[src/rtl/lcd_pkg.sv]
// Shared types and constants for the HD44780 character writer.
// Init-sequence helpers are only referenced when LCD_INIT_SEQ_EN is defined.
package lcd_pkg;

  typedef enum logic [2:0] {
    ST_INIT_WAIT = 3'd0,
    ST_INIT_CMD  = 3'd1,
    ST_IDLE      = 3'd2,
    ST_SETUP     = 3'd3,
    ST_PULSE     = 3'd4,
    ST_HOLD      = 3'd5,
    ST_WAIT      = 3'd6
  } lcd_state_e;

  localparam int LCD_RS_BIT = 8;

  localparam logic [7:0] LCD_FUNC_SET   = 8'h38;
  localparam logic [7:0] LCD_DISP_ON    = 8'h0C;
  localparam logic [7:0] LCD_CLEAR      = 8'h01;
  localparam logic [7:0] LCD_ENTRY_MODE = 8'h06;
  localparam logic [7:0] LCD_HOME       = 8'h02;

  localparam int LCD_INIT_SEQ_LEN = 4;

  function automatic logic [7:0] init_cmd(input logic [1:0] idx);
    logic [7:0] cmd;
    case (idx)
      2'd0:    cmd = LCD_FUNC_SET;
      2'd1:    cmd = LCD_DISP_ON;
      2'd2:    cmd = LCD_CLEAR;
      default: cmd = LCD_ENTRY_MODE;
    endcase
    return cmd;
  endfunction

  // Clear and return-home (0x02 and its don't-care twin 0x03) need the long execution delay.
  function automatic logic is_long_cmd(input logic [8:0] word);
    return !word[LCD_RS_BIT] &&
           ((word[7:0] == LCD_CLEAR) || (word[7:0] == LCD_HOME) || (word[7:0] == 8'h03));
  endfunction

endpackage

[src/rtl/lcd_char_writer_if.sv]
// Valid/ready word channel into the LCD writer: {rs, byte} plus handshake.
interface lcd_char_writer_if;
  logic [8:0] in_char;
  logic       in_valid;
  logic       in_ready;

  modport master (output in_char, output in_valid, input in_ready);
  modport slave  (input in_char, input in_valid, output in_ready);
endinterface

[src/rtl/lcd_delay_counter.sv]
// Loadable down-counter; o_done flags the last cycle of a loaded interval (count == 1).
module lcd_delay_counter #(
  parameter int WIDTH = 20
) (
  input  logic             clk,
  input  logic             i_load,
  input  logic [WIDTH-1:0] i_load_val,
  output logic             o_done
);

  logic [WIDTH-1:0] r_count;

  // Load has priority; the count parks at 1 so done stays asserted until the next load.
  always_ff @(posedge clk) begin
    if (i_load) begin
      r_count <= i_load_val;
    end else if (r_count > WIDTH'(1)) begin
      r_count <= r_count - WIDTH'(1);
    end
  end

  assign o_done = (r_count == WIDTH'(1));

endmodule

[src/rtl/lcd_char_writer.sv]
// 8-bit write-only HD44780 driver: SETUP / EN pulse / HOLD / execution WAIT per accepted word.
// Define LCD_INIT_SEQ_EN to run the power-on init sequence (0x38, 0x0C, 0x01, 0x06) after reset.
module lcd_char_writer
  import lcd_pkg::*;
#(
  parameter int EN_PULSE_CYCLES     = 12,
  parameter int SHORT_WAIT_CYCLES   = 2500,
  parameter int LONG_WAIT_CYCLES    = 82000,
  parameter int POWERUP_WAIT_CYCLES = 1000000
) (
  input  logic                     clk,
  input  logic                     reset,
  lcd_char_writer_if.slave         in_if,
  output logic                     busy,
  output logic                     init_done,
  output logic [7:0]               lcd_data,
  output logic                     lcd_rs,
  output logic                     lcd_rw,
  output logic                     lcd_en
);

  localparam int MAX_A   = (EN_PULSE_CYCLES > SHORT_WAIT_CYCLES) ? EN_PULSE_CYCLES : SHORT_WAIT_CYCLES;
  localparam int MAX_B   = (LONG_WAIT_CYCLES > POWERUP_WAIT_CYCLES) ? LONG_WAIT_CYCLES : POWERUP_WAIT_CYCLES;
  localparam int MAX_CYC = (MAX_A > MAX_B) ? MAX_A : MAX_B;
  localparam int CNT_W   = $clog2(MAX_CYC + 1);

`ifdef LCD_INIT_SEQ_EN
  localparam lcd_state_e RESET_STATE = ST_INIT_WAIT;
`else
  localparam lcd_state_e RESET_STATE = ST_IDLE;
`endif

  lcd_state_e       r_state;
  lcd_state_e       w_state_next;
  lcd_state_e       w_load_target;
  logic [8:0]       r_word;
  logic [8:0]       w_setup_word;
  logic [7:0]       r_lcd_data;
  logic             r_lcd_rs;
  logic             r_lcd_en;
  logic             w_load;
  logic [CNT_W-1:0] w_load_val;
  logic             w_done;
  logic             w_last_init;

`ifdef LCD_INIT_SEQ_EN
  logic [1:0]       r_init_idx;
  logic             r_init_done;
  assign w_last_init = (r_init_idx == 2'(LCD_INIT_SEQ_LEN - 1));
`else
  assign w_last_init = 1'b0;
`endif

  lcd_delay_counter #(.WIDTH(CNT_W)) u_delay (
    .clk        (clk),
    .i_load     (w_load),
    .i_load_val (w_load_val),
    .o_done     (w_done)
  );

  always_comb begin
    w_state_next = r_state;
    w_setup_word = r_word;
    case (r_state)
`ifdef LCD_INIT_SEQ_EN
      ST_INIT_WAIT: if (w_done) w_state_next = ST_INIT_CMD;
      ST_INIT_CMD: begin
        w_setup_word = {1'b0, init_cmd(r_init_idx)};
        w_state_next = ST_SETUP;
      end
`endif
      ST_IDLE: begin
        w_setup_word = in_if.in_char;
        if (in_if.in_valid) w_state_next = ST_SETUP;
      end
      ST_SETUP: if (w_done) w_state_next = ST_PULSE;
      ST_PULSE: if (w_done) w_state_next = ST_HOLD;
      ST_HOLD:  if (w_done) w_state_next = ST_WAIT;
      ST_WAIT: begin
        if (w_done) begin
`ifdef LCD_INIT_SEQ_EN
          w_state_next = (r_init_done || w_last_init) ? ST_IDLE : ST_INIT_CMD;
`else
          w_state_next = ST_IDLE;
`endif
        end
      end
      default: w_state_next = RESET_STATE;
    endcase
  end

  // Counter is reloaded on every state change; reset loads the value for the reset state.
  always_comb begin
    w_load_target = reset ? RESET_STATE : w_state_next;
    w_load        = reset || (w_state_next != r_state);
    case (w_load_target)
      ST_INIT_WAIT: w_load_val = CNT_W'(POWERUP_WAIT_CYCLES);
      ST_PULSE:     w_load_val = CNT_W'(EN_PULSE_CYCLES);
      ST_WAIT:      w_load_val = is_long_cmd(r_word) ? CNT_W'(LONG_WAIT_CYCLES)
                                                     : CNT_W'(SHORT_WAIT_CYCLES);
      default:      w_load_val = CNT_W'(1);
    endcase
  end

  always_ff @(posedge clk) begin
    if (reset) begin
      r_state    <= RESET_STATE;
      r_word     <= '0;
      r_lcd_data <= '0;
      r_lcd_rs   <= 1'b0;
      r_lcd_en   <= 1'b0;
    end else begin
      r_state  <= w_state_next;
      r_lcd_en <= (w_state_next == ST_PULSE);
      if ((w_state_next == ST_SETUP) && (r_state != ST_SETUP)) begin
        r_word     <= w_setup_word;
        r_lcd_rs   <= w_setup_word[LCD_RS_BIT];
        r_lcd_data <= w_setup_word[7:0];
      end
    end
  end

`ifdef LCD_INIT_SEQ_EN
  always_ff @(posedge clk) begin
    if (reset) begin
      r_init_idx  <= '0;
      r_init_done <= 1'b0;
    end else if ((r_state == ST_WAIT) && w_done && !r_init_done) begin
      if (w_last_init) r_init_done <= 1'b1;
      else             r_init_idx  <= r_init_idx + 2'd1;
    end
  end
  assign init_done = r_init_done;
`else
  assign init_done = 1'b1;
`endif

  assign in_if.in_ready = (r_state == ST_IDLE) && !reset;
  assign busy           = (r_state != ST_IDLE);
  assign lcd_data       = r_lcd_data;
  assign lcd_rs         = r_lcd_rs;
  assign lcd_rw         = 1'b0;
  assign lcd_en         = r_lcd_en;

endmodule

[src/flat_wrapper.sv]
// flat-port wrapper written by rule: the top's interface ports become plain ports
module lcd_char_writer_flat import lcd_pkg::*;
#(
  parameter int EN_PULSE_CYCLES     = 12,
  parameter int SHORT_WAIT_CYCLES   = 2500,
  parameter int LONG_WAIT_CYCLES    = 82000,
  parameter int POWERUP_WAIT_CYCLES = 1000000
)
  (clk, reset, busy, init_done, lcd_data, lcd_rs, lcd_rw, lcd_en, in_if_in_char, in_if_in_valid, in_if_in_ready);
  lcd_char_writer_if in_if_i ();
  input  logic clk;
  input  logic reset;
  output logic busy;
  output logic init_done;
  output logic [7:0] lcd_data;
  output logic lcd_rs;
  output logic lcd_rw;
  output logic lcd_en;
  input wire logic [$bits(in_if_i.in_char)-1:0] in_if_in_char;
  input wire logic [$bits(in_if_i.in_valid)-1:0] in_if_in_valid;
  output wire logic [$bits(in_if_i.in_ready)-1:0] in_if_in_ready;
  assign in_if_i.in_char = in_if_in_char;
  assign in_if_i.in_valid = in_if_in_valid;
  assign in_if_in_ready = in_if_i.in_ready;
  lcd_char_writer #(.EN_PULSE_CYCLES(EN_PULSE_CYCLES), .SHORT_WAIT_CYCLES(SHORT_WAIT_CYCLES), .LONG_WAIT_CYCLES(LONG_WAIT_CYCLES), .POWERUP_WAIT_CYCLES(POWERUP_WAIT_CYCLES)) u_core (.clk(clk), .reset(reset), .in_if(in_if_i), .busy(busy), .init_done(init_done), .lcd_data(lcd_data), .lcd_rs(lcd_rs), .lcd_rw(lcd_rw), .lcd_en(lcd_en));
endmodule
[config.mk]
export PLATFORM = sky130hd
export DESIGN_NAME = lcd_char_writer_flat
export DESIGN_NICKNAME = d
export VERILOG_FILES = /design/src/rtl/lcd_pkg.sv /design/src/rtl/lcd_char_writer_if.sv /design/src/rtl/lcd_delay_counter.sv /design/src/rtl/lcd_char_writer.sv /design/src/flat_wrapper.sv
export SDC_FILE = /design/constraint.sdc
export NUM_CORES = 1
export LEC_CHECK = 0
export CAP_MARGIN = 20
export CORE_ASPECT_RATIO = 1.4
export CORE_UTILIZATION = 58
export CTS_CLUSTER_SIZE = 16
export DETAILED_ROUTE_END_ITERATION = 7
export PLACE_DENSITY = 0.83
export SYNTH_ARGS = -nofsm -noshare
export SYNTH_HDL_FRONTEND = slang
export SYNTH_SLANG_ARGS = --single-unit
[constraint.sdc]
create_clock -name clk -period 5.18 [get_ports clk]
set_clock_uncertainty 0.05 [all_clocks]
set_input_delay 1.036 -clock clk [delete_from_list [all_inputs] [get_ports clk]]
set_output_delay 1.036 -clock clk [all_outputs]
set_load 0.1 [all_outputs]
==> results.cfg, run 1 <==
[status]
outcome = finished, final reports clean

[critical_path]
cp_cell_sequence = nand2b_1 -> nor2_1 -> inv_1 -> clkdlybuf4s50_1
cp_data_arrival_time_ns = 2.30
crit_path_max_incr_delay_ns = 1.14
cp_max_fo = 7
required_ns = 4.09
r2r_cells = 7
cpLargestDelayFamily = buffers and inverters
cp-end-kind = output port
path_buf_inv = 2
cp_slowest_cell = clkdlybuf4s50_1
cp_num_cells = 4
cp-start-kind = flop
critical_path_class = reg -> out

[synth]
synthesis.instances = 195
ys_seq_area_share_pct = 46.4
syn-num-nets = 209
syn_avg_cell_area_um2 = 9.51
yosys_most_used_dff = edfxtp_1
synthArstFlopShare_pct = 0
synth_edf_count = 20
ys_types = 40
synth_seq_cells = 33
syn_area_um2 = 1850
ys_warn_count = 0

[finish]
drive_above_1_share_pct = 8.18
diodes = 0
stdcell_count = 257
synthToLayoutAreaGrowth_pct = 17.5
nNetsFinal = 233

[pwr]
vdd_drop_max_uv = 415
leakage_nw = 0.839
p_per_area_nw_per_um2 = 712
p_clk_share_pct = 12.0
p_int_mw = 0.788
combPwrFrac_pct = 55.8
switching_share_pct = 49.2
switchingPower_mw = 0.764
pwr-share-seq_pct = 32.2

[clock_tree]
htreeDepth = 2
cts_resized = 0
cts.hold.buffers_added = 0
clockBufferDepth = 2
clk_pin_slew_ns = 0.06
clockRootBuffer = clkbuf_8
clock_latency_ns = 0.29
cts_tree = built
clock-sinks = 33
numCtsBuffers = 5
cts_setup_buffers = 0

[grt]
grt_pass1_wl_mm = 6.75
grt_overflow = 0
grt_start_max_net_pins = 20
grt_pass1_vias = 1506
antenna_found_initial = 0
gr-usage-all-layers_pct = 27.1

[detailed_routing]
drc_errors = 0
vias = 1511
first_pass_iters = 4
routedWlPerCell_um = 15.3
vias_per_cell = 5.88
antenna_left = 0
dr.first_iter.drc_count = 36
routed_wl_mm = 3.94

[worst_hold_path]
hp-class = reg -> reg
holdPathStages = 2

[timing]
fin_setup_tns_ns = 0
setup_viol = 0
drv_slew = 0
post-route-min-period_ns = 3.38
fin_crit_sh_pct = 65.3
fmax_mhz = 296
worst_pin_slew_ns = 0.982
hold_viol = 0
slew_headroom_pct = 34.3
rsz0062_at_grt = no

[placement]
port_buffers = 23
gp_congestion = 0.916
placed_cells = 249
hpwlAfterDp_mm = 2.92

[floorplanning]
core_um2 = 2960
chipWidth_um = 49.8
initial_core_util_pct = 62.6
std_cell_rows = 23
die_height_um = 68.9
design.portCount = 26
die-area_um2 = 3430

[run]
cap_violations = 0
-- tightest hold or removal path, cell delays in order (launching register included) --
cell,delay (ns)
dfxtp_1,0.32
nand2_1,0.05
a21oi_1,0.05
-- logic make-up (layout without fill, tap and decap cells) --
logic type | after synthesis | after routing | synth area share [%]
multiplexers | 9 | 9 | 4.86
flip-flops | 33 | 33 | 46.4
other | 2 | 2 | 0.405
buffers and inverters | 16 | 41 | 4.12
XOR/XNOR | 17 | 17 | 8.03
adder cells (fa/ha/maj) | 2 | 2 | 1.35
AND/OR/NAND/NOR | 82 | 82 | 23.6
AO/OA/AOI/OAI | 34 | 34 | 11.2
-- state kept, by name, indices dropped and copies added (netlist names) --
register,flops
u_core.lcd_data,7
u_core.lcd_en,1
u_core.lcd_rs,1
u_core.r_state,3
u_core.u_delay.r_count,20
u_core.r_word,1
-- stage by stage --
step | setup slack [ns] | area, um^2 | power (mW) | util, % | hold slack [ns]
floorplan | 1.41 | 1850 | 1.19 | - | 0.470
global placement | 1.86 | 2100 | 1.33 | 70.7 | 0.407
detailed placement | 1.84 | 2100 | 1.36 | 70.7 | 0.416
CTS | 1.81 | 2180 | 1.55 | 73.5 | 0.427
global route | 1.65 | 2180 | 1.66 | 73.5 | 0.448
finish | 1.80 | 2180 | 1.55 | 73.5 | 0.423
-- layer usage --
layer  wire (um)  vias up  GRT usage, %
li1            -      742             -
met1        1500      700          27.2
met2        2110       56          49.7
met3         189       13          8.33
met4         138        0          15.7
met5           0        -             0
-- final cells by class --
cell class                      count  area (um^2)
Clock buffer                        7         76.3
Inverter                            8         30.0
Tap cell                           37         46.3
Timing Repair Buffer               25          243
Multi-Input combinational cell    146          917
Sequential cell                    33          861
Clock inverter                      1         5.00
Fill cell                         212          786
-- synth_stat cells (2+ instances only) --
cell type | number | area (um^2)
a21oi_1 | 15 | 75.1
clkbuf_1 | 3 | 11.3
nor4_1 | 8 | 50.1
xor2_1 | 4 | 35.0
nand3_1 | 2 | 10.0
inv_1 | 8 | 30.0
buf_4 | 4 | 30.0
nor4_4 | 2 | 42.5
edfxtp_1 | 20 | 601
o21ai_0 | 8 | 40.0
mux2i_1 | 9 | 90.1
nor3_1 | 7 | 35.0
and2_1 | 2 | 12.5
nand2_1 | 26 | 97.6
nor2_1 | 20 | 75.1
nand4_1 | 3 | 18.8
or3_1 | 3 | 18.8
a31oi_1 | 2 | 12.5
nand2b_1 | 2 | 12.5
conb_1 | 2 | 7.51
ha_1 | 2 | 25.0
xnor2_1 | 13 | 114
dfxtp_1 | 13 | 260
-- worst paths after layout --
path	from	to	slack [ns]
min reg2reg	u_core.lcd_data[4]$_SDFFE_PP0P_	u_core.lcd_data[4]$_SDFFE_PP0P_	0.42
max reg2reg	u_core.u_delay.r_count[3]$_DFFE_PP_	u_core.u_delay.r_count[17]$_DFFE_PP_	2.55
max	u_core.r_state[2]$_DFF_P_	busy	1.80
min	u_core.lcd_data[4]$_SDFFE_PP0P_	u_core.lcd_data[4]$_SDFFE_PP0P_	0.42
-- cell usage in the layout (no fill, tap or decap), types with 2 or more instances in the layout --
cell             Yosys  layout
nor3_1               7       7
and2_1               2       2
clkbuf_8             0       5
xor2_1               4       4
nand4_1              3       3
edfxtp_1            20      20
nor4_1               8       8
conb_1               2       2
nor4_4               2       2
nand3_1              2       2
o21ai_0              8       7
nand2_1             26      26
ha_1                 2       2
mux2i_1              9       9
xnor2_1             13      13
clkdlybuf4s50_1      0      22
nand2b_1             2       2
inv_1                8       8
a31oi_1              2       2
a21oi_1             15      15
dfxtp_1             13      13
clkbuf_1             3       2
buf_4                4       3
nor2_1              20      20
or3_1                3       3
-- power by group through the flow --
stage | Combinational, mW | Clock [mW] | Sequential, mW
after floorplan | 0.626 | 0 | 0.566
after global placement | 0.839 | 0 | 0.491
after detailed placement | 0.857 | 0 | 0.501
after CTS | 0.864 | 0.186 | 0.496
after global routing | 0.946 | 0.201 | 0.509
final | 0.866 | 0.187 | 0.499
No activity file was read; power rests on OpenSTA's default activity.
==> run 2: changes to the inputs <==
Settings changed: CORE_UTILIZATION 58 to 49, PLACE_DENSITY 0.83 to 0.75.
Clock period 5.18 ns to 2.9 ns, I/O delays scaled along.
==> run 2 against run 1 <==
  * Die area grew 18%
  * Global-route usage shrank 4.1 points
  * Clock power grew 110%
  * Total power grew 85%
  * Design area grew 1.8%
  * Critical path type is now reg -> reg
==> results.cfg, run 2 (synthesis results as in run 1) <==
[placement]
place_ws_ns = 0.421
hpwlAfterDp_mm = 2.97
placed_cells = 257
port_buffers = 23
placed_cell_area_um2 = 2110
gp_congestion = 0.891

[floorplanning]
std_cell_rows = 26
chipWidth_um = 54.0
die-area_um2 = 4040
initial_core_util_pct = 50.9
die_height_um = 74.8
core_um2 = 3640
design.portCount = 26

[detailed_routing]
dr.first_iter.drc_count = 43
antenna_left = 0
first_pass_iters = 4
vias_per_cell = 5.66
routed_wl_mm = 3.97
routedWlPerCell_um = 15.0
vias = 1499
drc_errors = 0

[clock_tree]
clockRootBuffer = clkbuf_8
cts_setup_buffers = 0
clock_latency_ns = 0.29
htreeDepth = 2
cts.hold.buffers_added = 0
clk_pin_slew_ns = 0.07
clock-sinks = 33
clockBufferDepth = 2
cts_tree = built
cts_resized = 0
numCtsBuffers = 5

[finish]
multiInputGateArea_um2 = 920
nNetsFinal = 236
final_util_pct = 60.9
largest-register = u_core.u_delay.r_count
stdcell_count = 265
diodes = 0
fin_area_um2 = 2220
seq_area_um2 = 861
layout_commonest_cell = nand2_1
num-fill-cells = 313
drive_above_1_share_pct = 15.2
synthToLayoutAreaGrowth_pct = 19.6
mostFrequentLayoutCells = 26 x nand2_1, 20 x edfxtp_1, 19 x nor2_1
largest_register_ff_count = 20

[timing]
fin_crit_sh_pct = 80.7
fin_worst_hold_slack_ns = 0.423
drv_slew = 0
hold_viol = 0
fin_ws_ns = 0.561
slew_headroom_pct = 60.0
worst_pin_slew_ns = 0.598
fin_setup_tns_ns = 0
setup_viol = 0
rsz0062_at_grt = no
post-route-min-period_ns = 2.34
fmax_mhz = 428

[critical_path]
required_ns = 2.98
crit_path_max_incr_delay_ns = 0.62
cp-start-kind = flop
cp_data_arrival_time_ns = 2.42
cp_max_fo = 5
cp-end-kind = flop
cp_slowest_cell = a2111oi_1
cp_cell_sequence = ha_1 -> and4_1 -> a2111oi_1 -> o21ai_0 -> mux2i_1
critical_path_class = reg -> reg

[worst_hold_path]
hp-class = reg -> reg

[grt]
grt_pass1_wl_mm = 6.53
grt_pass1_vias = 1433
antenna_found_initial = 0
grt_overflow = 0
grt_start_max_net_pins = 18
gr-usage-all-layers_pct = 23.0

[run]
cap_violations = 0

[pwr]
p_per_area_nw_per_um2 = 1290
power_mw = 2.87
vdd_drop_max_uv = 946
leakage_nw = 0.888

[status]
outcome = finished, final reports clean
==> run 2: area by class of cell <==
class	count	share of cell area (%)
timing repair buffer	28	11.3
multi-input combinational	146	41.5
clock inverter	2	0.451
inverter	8	1.35
sequential	33	38.8
tap	42	2.37
clock buffer	6	4.23
==> run 2: metal layers <==
metal  GRT usage (%)  vias to the layer above  routed length [um]
met5               0                        -                   0
met4            11.1                        0                  95
met3            5.05                        8                 131
met2            41.7                       37                2150
met1            24.4                      705                1590
li1                -                      749                   -
==> run 2: final timing paths <==
| kind | cells past startpoint | slack, ns | end | start |
|---|---|---|---|---|
| max | 5 | 0.56 | u_core.u_delay.r_count[14]$_DFFE_PP_ | u_core.u_delay.r_count[0]$_DFFE_PP_ |
| min | 2 | 0.42 | u_core.lcd_data[5]$_SDFFE_PP0P_ | u_core.lcd_data[5]$_SDFFE_PP0P_ |
| max reg2reg | 5 | 0.56 | u_core.u_delay.r_count[14]$_DFFE_PP_ | u_core.u_delay.r_count[0]$_DFFE_PP_ |
| min reg2reg | 2 | 0.42 | u_core.lcd_data[5]$_SDFFE_PP0P_ | u_core.lcd_data[5]$_SDFFE_PP0P_ |
==> run 2: critical path, delay by kind of cell (launching register included) <==
| family | cells | cell delay [ns] |
|---|---|---|
| DFF | 1 | 0.46 |
| muxes | 1 | 0.20 |
| adders and majority gates | 1 | 0.31 |
| and+or+nand+nor | 1 | 0.21 |
| AOI/OAI and AO/OA | 2 | 0.95 |
==> run 2: power by group <==
| part | total (mW) | switching, mW | internal (mW) |
|---|---|---|---|
| sequential | 0.883 | 0.178 | 0.705 |
| clock | 0.393 | 0.174 | 0.219 |
| combinational | 1.59 | 1.03 | 0.562 |
| total | 2.87 | 1.38 | 1.49 |
==> run 3: changes to the inputs <==
Settings changed: CORE_UTILIZATION 49 to 54, PLACE_DENSITY 0.75 to 0.78.
Clock period 2.9 ns to 2.2 ns, I/O delays scaled along.
==> run 3 against run 2 <==
  * The flow now finishes with violations (negative setup slack)
  * Maximum frequency up 1.8%
  * Sequential power rose by 28%
  * Global-route usage increased by 3.0 points
  * Combinational power up 82%
  * Highest routed layer unchanged
  * Sequential cell count is the same
==> results.cfg, run 3 (synthesis results as in run 1) <==
[status]
outcome = complete, but fails checks
violations = negative setup slack

[detailed_routing]
vias = 1662
antenna_left = 0
drc_errors = 0
vias_per_cell = 5.87
dr.first_iter.drc_count = 43
first_pass_iters = 4
routed_wl_mm = 4.78
routedWlPerCell_um = 16.9

[critical_path]
cp-start-kind = flop
cp_max_fo = 5
rr_endpoint = u_core.u_delay.r_count[2]$_DFFE_PP_
worstSetupStartpoint = u_core.u_delay.r_count[0]$_DFFE_PP_
rrSetupSlack_ns = -0.1
r2r_cells = 6
r2r_start = u_core.u_delay.r_count[0]$_DFFE_PP_
critical_path_class = reg -> reg
cp-end-kind = flop
required_ns = 2.29
cp_data_arrival_time_ns = 2.38

[placement]
hpwlAfterDp_mm = 3.26
port_buffers = 23
gp_congestion = 0.992
place_ws_ns = -0.0898

[timing]
fin_setup_tns_ns = -0.550
post-route-min-period_ns = 2.30
fmax_mhz = 435
setup_viol = 8
fin_ws_ns = -0.0969
slew_headroom_pct = 63.3
drv_slew = 0
fin_crit_sh_pct = 104
rsz0062_at_grt = yes
worst_pin_slew_ns = 0.549
hold_viol = 0

[floorplanning]
die_height_um = 71.3
die-area_um2 = 3680
initial_core_util_pct = 58.3
core_um2 = 3180
design.portCount = 26
chipWidth_um = 51.5
std_cell_rows = 24

[clock_tree]
clock_latency_ns = 0.29
htreeDepth = 2
clk_pin_slew_ns = 0.07
cts.hold.buffers_added = 0
numCtsBuffers = 5
clockBufferDepth = 2
clock-sinks = 33
cts_tree = built
clockRootBuffer = clkbuf_8

[grt]
grt_pass1_vias = 1651
grt_overflow = 0
antenna_found_initial = 0
grt_pass1_wl_mm = 7.09
gr-usage-all-layers_pct = 26.0
grt_start_max_net_pins = 21

[pwr]
p_clk_share_pct = 10.0
switchingPower_mw = 2.17
pwr-share-seq_pct = 25.3
combPwrFrac_pct = 64.8
p_int_mw = 2.31
leakage_nw = 0.996
p_per_area_nw_per_um2 = 1820
switching_share_pct = 48.5
vdd_drop_max_uv = 1550

[worst_hold_path]
holdPathEnd = u_core.lcd_data[1]$_SDFFE_PP0P_
worstHoldStart = u_core.lcd_data[1]$_SDFFE_PP0P_
hp-class = reg -> reg
holdPathStages = 2

[finish]
mostFrequentLayoutCells = 34 x buf_4, 26 x nand2_1, 20 x edfxtp_1
layout_commonest_cell = buf_4
largest_register_ff_count = 20
synthToLayoutAreaGrowth_pct = 32.7
diodes = 0
drive_above_1_share_pct = 24.6
largest-register = u_core.u_delay.r_count
nNetsFinal = 257

[run]
cap_violations = 0
-- run 3: metal layers --
metal / GRT usage [%] / vias up / share of wire [%]
met5: 0 / - / 0
met4: 11.4 / 0 / 3.0
li1: - / 792 / -
met3: 5.73 / 16 / 4.4
met1: 26.5 / 793 / 37
met2: 48.9 / 61 / 55
-- run 3: worst max-delay path, stage by stage (launching register included) --
cell       delay [ns]
edfxtp_1         0.45
ha_1             0.32
and4_1           0.22
a2111oi_1        0.58
buf_4            0.23
o21bai_2         0.11
a31oi_1          0.18
-- run 3: cell type report --
cell class,instances,area [um^2]
Clock inverter,2,10.0
Fill cell,217,723
Inverter,8,30.0
Timing Repair Buffer,48,417
Multi-Input combinational cell,147,1020
Tap cell,39,48.8
Clock buffer,6,72.6
Sequential cell,33,861
-- run 3: through the flow --
step                total power [mW]  util [%]  std cells  hold WS [ns]  cell area [um^2]
floorplan                       2.84         -        195         0.470              1870
global placement                3.54      70.5        268         0.409              2240
detailed placement              3.61      70.5        268         0.418              2240
CTS                             4.06      73.4        276         0.427              2340
global route                    4.70      77.3        283         0.452              2460
finish                          4.48      77.3        283         0.431              2460
-- run 3: power by group through the flow --
stage | Sequential, mW | Clock, mW | Combinational (mW)
finish | 1.13 | 0.447 | 2.90
global route | 1.15 | 0.470 | 3.08
CTS | 1.14 | 0.439 | 2.49
detailed placement | 1.15 | 0 | 2.46
global placement | 1.13 | 0 | 2.41
floorplan | 1.33 | 0 | 1.51
-- run 3: worst max path at each step --
stage / endpoint / cells after the start
2_1_floorplan: in_if_in_ready / 4
3_3_place_gp: u_core.u_delay.r_count[2]$_DFFE_PP_ / 7
3_5_place_dp: u_core.u_delay.r_count[11]$_DFFE_PP_ / 7
4_1_cts: u_core.u_delay.r_count[8]$_DFFE_PP_ / 5
5_1_grt: u_core.u_delay.r_count[2]$_DFFE_PP_ / 6
6_report: u_core.u_delay.r_count[2]$_DFFE_PP_ / 6
-- run 3: repair_timing --
action                     CTS  global route
resized for setup            3            10
gates cloned                 0             1
setup buffers                0             6
hold endpoints to repair     0             0
setup endpoints to repair   21            40
pin swaps                    0             2
